==> config.mk <==
export PLATFORM = sky130hd
export DESIGN_NAME = spin_supervisor
export DESIGN_NICKNAME = d
export VERILOG_FILES = /design/src/rtl/bldc_supervisor_pkg.sv /design/src/rtl/tick_divider.sv /design/src/rtl/spin_supervisor.sv
export SDC_FILE = /design/constraint.sdc
export NUM_CORES = 1
export LEC_CHECK = 0
export ABC_AREA = 1
export ABC_CLOCK_PERIOD_IN_PS = 4200
export BUFFER_PORTS_ARGS = -buffer_cell sky130_fd_sc_hd__buf_2
export CAP_MARGIN = 10
export CELL_PAD_IN_SITES_DETAIL_PLACEMENT = 0
export CELL_PAD_IN_SITES_GLOBAL_PLACEMENT = 1
export CORE_MARGIN = 1.5
export CORE_UTILIZATION = 35
export CTS_CLUSTER_SIZE = 14
export DETAILED_ROUTE_END_ITERATION = 12
export GPL_TIMING_DRIVEN = 0
export HOLD_SLACK_MARGIN = 0.08
export PLACE_DENSITY = 0.69
export SKIP_CTS_REPAIR_TIMING = 1
export SLEW_MARGIN = 20
export SYNTH_ARGS = -nofsm -noshare
export SYNTH_HDL_FRONTEND = slang
export SYNTH_SLANG_ARGS = --single-unit
==> constraint.sdc <==
create_clock -name sys_clk -period 4.2 [get_ports sys_clk]
set_input_delay 0.42 -clock sys_clk [delete_from_list [all_inputs] [get_ports sys_clk]]
set_output_delay 0.42 -clock sys_clk [all_outputs]
set_load 0.01 [all_outputs]
==> src/rtl/bldc_supervisor_pkg.sv <==
// Shared types and helpers for the BLDC spin-up supervisor.
// The state and fault encodings are visible on the supervisor ports.
package bldc_supervisor_pkg;

   typedef enum logic [2:0] {
      IDLE   = 3'd0,
      CLEAR  = 3'd1,
      SPINUP = 3'd2,
      RUN    = 3'd3,
      FAULT  = 3'd4
   } state_t;

   typedef enum logic [1:0] {
      FAULT_NONE          = 2'd0,
      FAULT_START_TIMEOUT = 2'd1,
      FAULT_STALL         = 2'd2,
      FAULT_OVERSPEED     = 2'd3
   } fault_t;

   function automatic int unsigned cycles_per_ms(input int unsigned clk_hz);
      return clk_hz / 1000;
   endfunction

endpackage

==> src/rtl/tick_divider.sv <==
// Free-running prescaler producing a one-cycle strobe every period_cycles cycles.
// clear restarts the count so the strobe can be realigned to an external window.
module tick_divider #(
   parameter int unsigned period_cycles = 250_000
) (
   input  logic sys_clk,
   input  logic reset_n,
   input  logic clear,
   output logic tick
);

   localparam int unsigned cnt_w = (period_cycles > 1) ? $clog2(period_cycles) : 1;
   localparam logic [cnt_w-1:0] cnt_last = cnt_w'(period_cycles - 1);

   logic [cnt_w-1:0] cnt;

   always_ff @(posedge sys_clk) begin
      if (!reset_n || clear) begin
         cnt <= '0;
      end else if (cnt == cnt_last) begin
         cnt <= '0;
      end else begin
         cnt <= cnt + 1'b1;
      end
   end

   // Strobe is high during the last cycle of each period.
   assign tick = (cnt == cnt_last);

endmodule

==> src/rtl/spin_supervisor.sv <==
// Motor spin-up sequencer and run supervisor driven by the window_counter rate.
// Owns the window counter reset, gates commutation drive and latches faults.
module spin_supervisor
   import bldc_supervisor_pkg::*;
#(
   parameter int unsigned clk_freq_hz      = 50_000_000,
   parameter int unsigned sample_time_ms   = 5,
   parameter int unsigned counter_width    = 12,
   parameter int unsigned start_min        = 10,
   parameter int unsigned stall_min        = 4,
   parameter int unsigned stall_confirm    = 3,
   parameter int unsigned overspeed_max    = 2000,
   parameter int unsigned start_timeout_ms = 500,
   parameter int unsigned max_retries      = 2,
   localparam int unsigned retry_w = (max_retries > 0) ? $clog2(max_retries + 1) : 1
) (
   input  logic                     sys_clk,
   input  logic                     reset_n,
   input  logic                     start,
   input  logic                     stop,
   input  logic                     fault_clear,
   input  logic [counter_width-1:0] counter,
   input  logic                     valid,
   output logic                     win_reset_n,
   output logic                     drive_enable,
   output logic                     run_ok,
   output state_t                   state,
   output logic [1:0]               fault_code,
   output logic [retry_w-1:0]       retry_count
);

   localparam int unsigned period_cycles   = sample_time_ms * cycles_per_ms(clk_freq_hz);
   localparam int unsigned timeout_strobes = start_timeout_ms / sample_time_ms;
   localparam int unsigned tmo_w   = (timeout_strobes > 1) ? $clog2(timeout_strobes) : 1;
   localparam int unsigned stall_w = (stall_confirm > 0) ? $clog2(stall_confirm + 1) : 1;

   localparam logic [counter_width-1:0] start_min_c     = counter_width'(start_min);
   localparam logic [counter_width-1:0] stall_min_c     = counter_width'(stall_min);
   localparam logic [counter_width-1:0] overspeed_max_c = counter_width'(overspeed_max);
   localparam logic [tmo_w-1:0]         tmo_last        = tmo_w'(timeout_strobes - 1);
   localparam logic [stall_w-1:0]       stall_confirm_c = stall_w'(stall_confirm);
   localparam logic [retry_w-1:0]       retry_max       = retry_w'(max_retries);

   state_t               state_next;
   fault_t               fault_q, fault_next;
   logic [retry_w-1:0]   retry_q, retry_next;
   logic [tmo_w-1:0]     tmo_cnt, tmo_next;
   logic [stall_w-1:0]   stall_cnt, stall_next, stall_inc;
   logic                 tick;
   logic                 eval_over, eval_low, spin_ok;

   tick_divider #(
      .period_cycles (period_cycles)
   ) u_tick (
      .sys_clk (sys_clk),
      .reset_n (reset_n),
      .clear   (state == CLEAR),
      .tick    (tick)
   );

   // Evaluation qualifiers; a strobe without valid data counts as a stalled sample.
   assign spin_ok   = tick && valid && (counter >= start_min_c);
   assign eval_over = tick && valid && (counter > overspeed_max_c);
   assign eval_low  = tick && (!valid || (counter < stall_min_c));
   assign stall_inc = (stall_cnt >= stall_confirm_c) ? stall_cnt : stall_cnt + 1'b1;

   always_comb begin
      state_next = state;
      fault_next = fault_q;
      retry_next = retry_q;
      tmo_next   = tmo_cnt;
      stall_next = stall_cnt;

      case (state)
         IDLE: begin
            if (start && !stop) begin
               state_next = CLEAR;
               retry_next = '0;
            end
         end

         CLEAR: begin
            tmo_next   = '0;
            stall_next = '0;
            state_next = SPINUP;
         end

         SPINUP: begin
            if (stop) begin
               state_next = IDLE;
            end else if (spin_ok) begin
               state_next = RUN;
            end else if (tick) begin
               if (tmo_cnt == tmo_last) begin
                  if (retry_q < retry_max) begin
                     retry_next = retry_q + 1'b1;
                     state_next = CLEAR;
                  end else begin
                     fault_next = FAULT_START_TIMEOUT;
                     state_next = FAULT;
                  end
               end else begin
                  tmo_next = tmo_cnt + 1'b1;
               end
            end
         end

         RUN: begin
            // A fault found on this strobe takes precedence over a coincident stop.
            if (eval_over) begin
               fault_next = FAULT_OVERSPEED;
               state_next = FAULT;
            end else if (eval_low && (stall_inc >= stall_confirm_c)) begin
               stall_next = stall_inc;
               fault_next = FAULT_STALL;
               state_next = FAULT;
            end else begin
               if (eval_low) begin
                  stall_next = stall_inc;
               end else if (tick) begin
                  stall_next = '0;
               end
               if (stop) begin
                  state_next = IDLE;
               end
            end
         end

         FAULT: begin
            if (fault_clear) begin
               fault_next = FAULT_NONE;
               retry_next = '0;
               state_next = IDLE;
            end
         end

         default: begin
            state_next = IDLE;
         end
      endcase
   end

   always_ff @(posedge sys_clk) begin
      if (!reset_n) begin
         state        <= IDLE;
         fault_q      <= FAULT_NONE;
         retry_q      <= '0;
         tmo_cnt      <= '0;
         stall_cnt    <= '0;
         win_reset_n  <= 1'b0;
         drive_enable <= 1'b0;
         run_ok       <= 1'b0;
      end else begin
         state        <= state_next;
         fault_q      <= fault_next;
         retry_q      <= retry_next;
         tmo_cnt      <= tmo_next;
         stall_cnt    <= stall_next;
         // Outputs follow the next state so they change together with state.
         win_reset_n  <= (state_next == SPINUP) || (state_next == RUN);
         drive_enable <= (state_next == SPINUP) || (state_next == RUN);
         run_ok       <= (state_next == RUN);
      end
   end

   assign fault_code  = fault_q;
   assign retry_count = retry_q;

endmodule

Yosys cells after proc, flatten, opt, wreduce, memory -nomap -nowiden
Cells that the tools add are included.
{"block": "totals", "ff_bits": 36, "word_cells": 98}
{"block": "classes", "addsub": 4, "n_lt_le_gt_ge": 6, "eq_ne": 20, "muxes": 38, "reduce_logical": 22}
{"cell": "2-bit 2-to-1 mux", "n": 19}
{"cell": "3-bit 2-to-1 mux", "n": 10}
{"cell": "7-bit 2-to-1 mux", "n": 4}
{"cell": "2-bit != test, second input constant", "n": 10}
{"cell": "18-bit by 1-bit adder with 18-bit output, second input constant", "n": 1}
{"cell": "18-bit == test, second input constant", "n": 1}
{"cell": "8-bit AND reduction", "n": 2}
{"cell": "3-bit one-hot mux with 5 select lines", "n": 1}
{"cell": "7-bit one-hot mux with 2 select lines", "n": 1}
{"cell": "3-bit by 2-bit == test with 1-bit output, second input constant", "n": 4}
{"cell": "12-bit by 4-bit >= comparator with 1-bit output, second input constant", "n": 1}
{"cell": "12-bit by 11-bit > comparator with 1-bit output, second input constant", "n": 1}
{"cell": "12-bit by 3-bit < comparator with 1-bit output, second input constant", "n": 1}
{"cell": "2-bit one-hot mux with 3 select lines", "n": 2}
{"cell": "7-bit by 1-bit adder with 7-bit output, second input constant", "n": 1}
{"cell": "7-bit == test, second input constant", "n": 1}
{"cell": "1-bit logical AND", "n": 6}
{"cell": "3-bit nonzero test", "n": 2}
{"cell": "5-bit AND reduction", "n": 1}
{"cell": "2-bit by 1-bit adder with 2-bit output, second input constant", "n": 2}
{"cell": "2-bit >= comparator, second input constant", "n": 2}
{"cell": "4-bit != test, second input constant", "n": 1}
{"cell": "2-bit one-hot mux with 2 select lines", "n": 1}
{"cell": "2-bit nonzero test", "n": 2}
{"cell": "9 further kinds", "n": 13}

Logic depth before layout (Yosys ltp)
{"block": "logic_depth", "ltp_word": 9, "depth_mapped": 13, "ltp_nobuf": 13}

Modules after synthesis
From an unflattened synthesis, not the netlist that was laid out.
{"block": "hier_totals", "cells_unflattened": 340, "area_unflattened_um2": 2178.3}
{"mod": "spin_supervisor", "instances": 1, "cells_per_inst": 196, "area_each_um2": 1222.4, "seq_area_each_um2": 360.3}
{"mod": "tick_divider", "instances": 1, "cells_per_inst": 144, "area_each_um2": 955.9, "seq_area_each_um2": 360.3}

Least setup slack after synthesis
No wires, ideal clock.
{"block": "synth_timing", "path_type": "register -> register", "from": "register u_tick.cnt[0]", "to": "register run_ok", "setup_ns": 0.116, "t_arrival_ns": 1.448, "required_ns": 4.084, "slack_ns": 2.636, "path_stages_with_launch": 11, "path_buffers": 0, "synth_period_minus_slack_ns": 1.564, "path_cell_list": "dfxtp_1 > ha_1 > nand4_1 > nor2_2 > nand3_1 > nor2_1 > inv_1 > nand4_1 > inv_1 > nor2_1 > nor2_1"}
{"block": "synth_between", "elab_chain_len": 7, "elab_cells_between_ends": 13, "classes_between": "eq/ne (2); mux (6); reduce/logical (5)"}
{"element": "from (decl)", "line": "tick_divider.sv:15", "text": "logic [cnt_w-1:0] cnt;"}
{"element": "from (signal assigned)", "line": "tick_divider.sv:23", "text": "cnt <= cnt + 1'b1;"}
{"element": "18-bit == test (*)", "line": "tick_divider.sv:28", "text": "assign tick = (cnt == cnt_last);"}
{"element": "1-bit logical AND, on equally long branches", "line": "spin_supervisor.sv:64, spin_supervisor.sv:62, spin_supervisor.sv:63"}
{"element": "1-bit logical AND, on equally long branches", "line": "spin_supervisor.sv:113, spin_supervisor.sv:62"}
{"element": "3-bit 2-to-1 mux, on equally long branches", "line": "spin_supervisor.sv:113, spin_supervisor.sv:91"}
{"element": "3-bit 2-to-1 mux, on equally long branches", "line": "spin_supervisor.sv:110, spin_supervisor.sv:89"}
{"element": "3-bit one-hot mux with 5 select lines (*)", "line": "spin_supervisor.sv:74", "text": "case (state)"}
{"element": "3-bit by 2-bit == test with 1-bit output (*)", "line": "spin_supervisor.sv:162", "text": "run_ok <= (state_next == RUN);"}
{"element": "to (signal assigned)", "line": "spin_supervisor.sv:162"}
{"element": "to (decl)", "line": "spin_supervisor.sv:26", "text": "output logic run_ok,"}
Every way passes the cells marked *; elsewhere a longest branch is shown, timed or not.
A chain may end at the register's enable or synchronous reset.

Worst setup path after layout
Same ends and word-level chain as after synthesis.

==> results_dict.tcl <==
set metrics [dict create \
    status "finished, final reports clean" \
    ys_seq_elements 36 \
    synth_edf_count 0 \
    finalSetupTns_ns 0 \
    seq_area_frac_synth_pct 34.33 \
    final-instance-count-excl-fill 435 \
    critPathKind "reg -> reg" \
    syn-num-nets 347 \
    wl_um 4826 \
    pin_count 28 \
    h-tree-depth 2 \
    synth_area_per_cell_um2 6.421 \
    utilization_pct 41.04 \
    tightest_slew_ns 0.4737 \
    dp.cells 428 \
    hp-class "in -> reg" \
    finalHoldViolCount 0 \
    finalMaxSlewViolations 0 \
    crit_required_ns 4.38 \
    ys_types 31 \
    fillers 663 \
    multi_input_area_mm2 0.001186 \
    overflow 0 \
    netlist_instances 327 \
    total_power_mw 0.6563 \
    max-cap-violations 0 \
    max_freq_ghz 0.5257 \
    nNetsFinal 380 \
    cts_buffers 5 \
    syn_area_mm2 0.002100 \
    async_reset_ff_share_pct 0 \
    clk_pin_slew_ns 0.07 \
    dr_total_vias 2033 \
    dieWidth_um 80.45 \
    crit_path_start_kind "flip-flop" \
    pre_cts_slack_ns 2.273 \
    core_mm2 0.005851 \
    hpwl_um 3699 \
    path_max_fanout 6 \
    grt_pass1_wl_um 8224 \
    rsz0062_at_grt "false" \
    antenna_found_initial 0 \
    gp_congestion 0.7829 \
    root_buffer "clkbuf_8" \
    period_share_pct 45.29 \
    rows 28 \
    relSlewSlack_pct 68.32 \
    regArea_um2 720.7 \
    grt_usage_pct 16.45 \
    reg2reg_slack_ns 2.30 \
    leakage_nw 1.046 \
    drc 0 \
    endpoint_kind "flip-flop" \
    drt_pass1_iterations 4 \
    period_needed_ns 1.902 \
    setup_viol 0 \
    fin_skew_ns 0.003229 \
    clk_latency_ns 0.29 \
    synth_ff_type "dfxtp_1" \
    critPathArrivalTime_ns 2.08 \
    grt_pass1_vias 1866 \
    clockBufferDepth 2 \
    cts_tree "done" \
    diodes 0 \
    drive_above_1_share_pct 15.56 \
    wl_per_cell_um 11.09 \
    ant_nets 0 \
    cts_sinks 36 \
    avgViaCountPerCell 4.674 \
    grt_max_degree 11 \
    initialDrtViolationCount 119 \
    yosys_warnings 0 \
    vdd_drop_max_mv 0.1079 \
    syn2layout_area_growth_pct 14.36 \
    dieHeight_um 80.45 \
    power_per_cell_area_mw_per_mm2 273.3 \
    dieArea_mm2 0.006472 \
    portBuffers 26 \
    fin_ws_ns 2.298 \
    start_util_pct 35.89 \
]
logic make-up after synthesis:
family          synth area share [%]
compound gates                 10.55
xor+xnor                       2.086
fa+ha+maj                      1.192
buf+inv                        9.177
flops                          34.33
simple gates                   42.67
registers in the layout, summed over array words and instances (netlist names):
signal	count
drive_enable	1
state	3
retry_count	2
run_ok	1
stall_cnt	2
tmo_cnt	7
u_tick.cnt	18
fault_code	2
cells in the final DEF (no fill, tap or decap), types with 3 or more instances in the layout:
cell type	netlist	layout
nand2_1	79	79
buf_2	1	27
nand3_1	24	24
o21ai_0	7	7
inv_1	39	39
nand4_1	12	12
dfxtp_1	36	36
nor2_2	4	4
a21oi_1	23	23
clkbuf_8	0	5
nor2_1	58	58
nand2_2	5	5
xor2_1	5	5
nor3_1	8	8
inv_2	3	3
worst paths after layout:
kind / start / endpoint / depth (start not counted)
min: reset_n / state[2] / 3
max reg2reg: u_tick.cnt[0] / run_ok / 10
min reg2reg: u_tick.cnt[0] / u_tick.cnt[0] / 1
max: u_tick.cnt[0] / run_ok / 10
synth_stat cells, types with 3 or more instances:
library cell,n,share of area (%)
inv_1,39,7.0
inv_2,3,0.54
nor2_2,4,1.2
nand4_1,12,3.6
xor2_1,5,2.1
o21ai_0,7,1.7
a21oi_1,23,5.5
dfxtp_1,36,34
nor3_1,8,1.9
nand2_2,5,1.5
nand3_1,24,5.7
nor2_1,58,10
nand2_1,79,14
routing by layer:
metal | routed length, um | GRT usage, % | up-vias
met5 | 0 | 0 | -
met4 | 45 | 4.655 | 0
met3 | 216 | 4.318 | 4
met2 | 2126 | 26.22 | 34
met1 | 2438 | 21.73 | 883
li1 | - | - | 1112
area by class of cell:
cell class              count  area share [%]
plain buffers               4           1.303
multi-input cells         244           49.40
repair buffers             26           5.420
flip-flops and latches     36           30.02
inverters                  43           6.722
clock inverters             1          0.2084
well taps                  75           3.908
clock buffers               6           3.022
where the power goes:
group / internal, mW / total [mW] / leakage (nW) / switching [mW]
Clock: 0.113 / 0.237 / 0.0410 / 0.124
Sequential: 0.348 / 0.354 / 0.291 / 0.00588
Combinational: 0.0254 / 0.0655 / 0.714 / 0.0401
metrics by stage:
stage	hold WS, ns	cell area (um2)
6_report	0.4087	2401
5_1_grt	0.4269	2401
4_1_cts	0.4072	2401
3_5_place_dp	0.4387	2323
3_3_place_gp	0.4286	2323
2_1_floorplan	0.4179	2100
critical path, stage by stage (launching register included):
cell and delay, ns:
dfxtp_1 0.36, ha_1 0.23, nand4_1 0.16, nor2_2 0.26, nand3_1 0.10, nor2_1 0.20, inv_1 0.11, nand4_1 0.13
inv_1 0.06, nor2_1 0.12, nor2_1 0.08
Note: power is estimated with default switching activity, not from simulation.
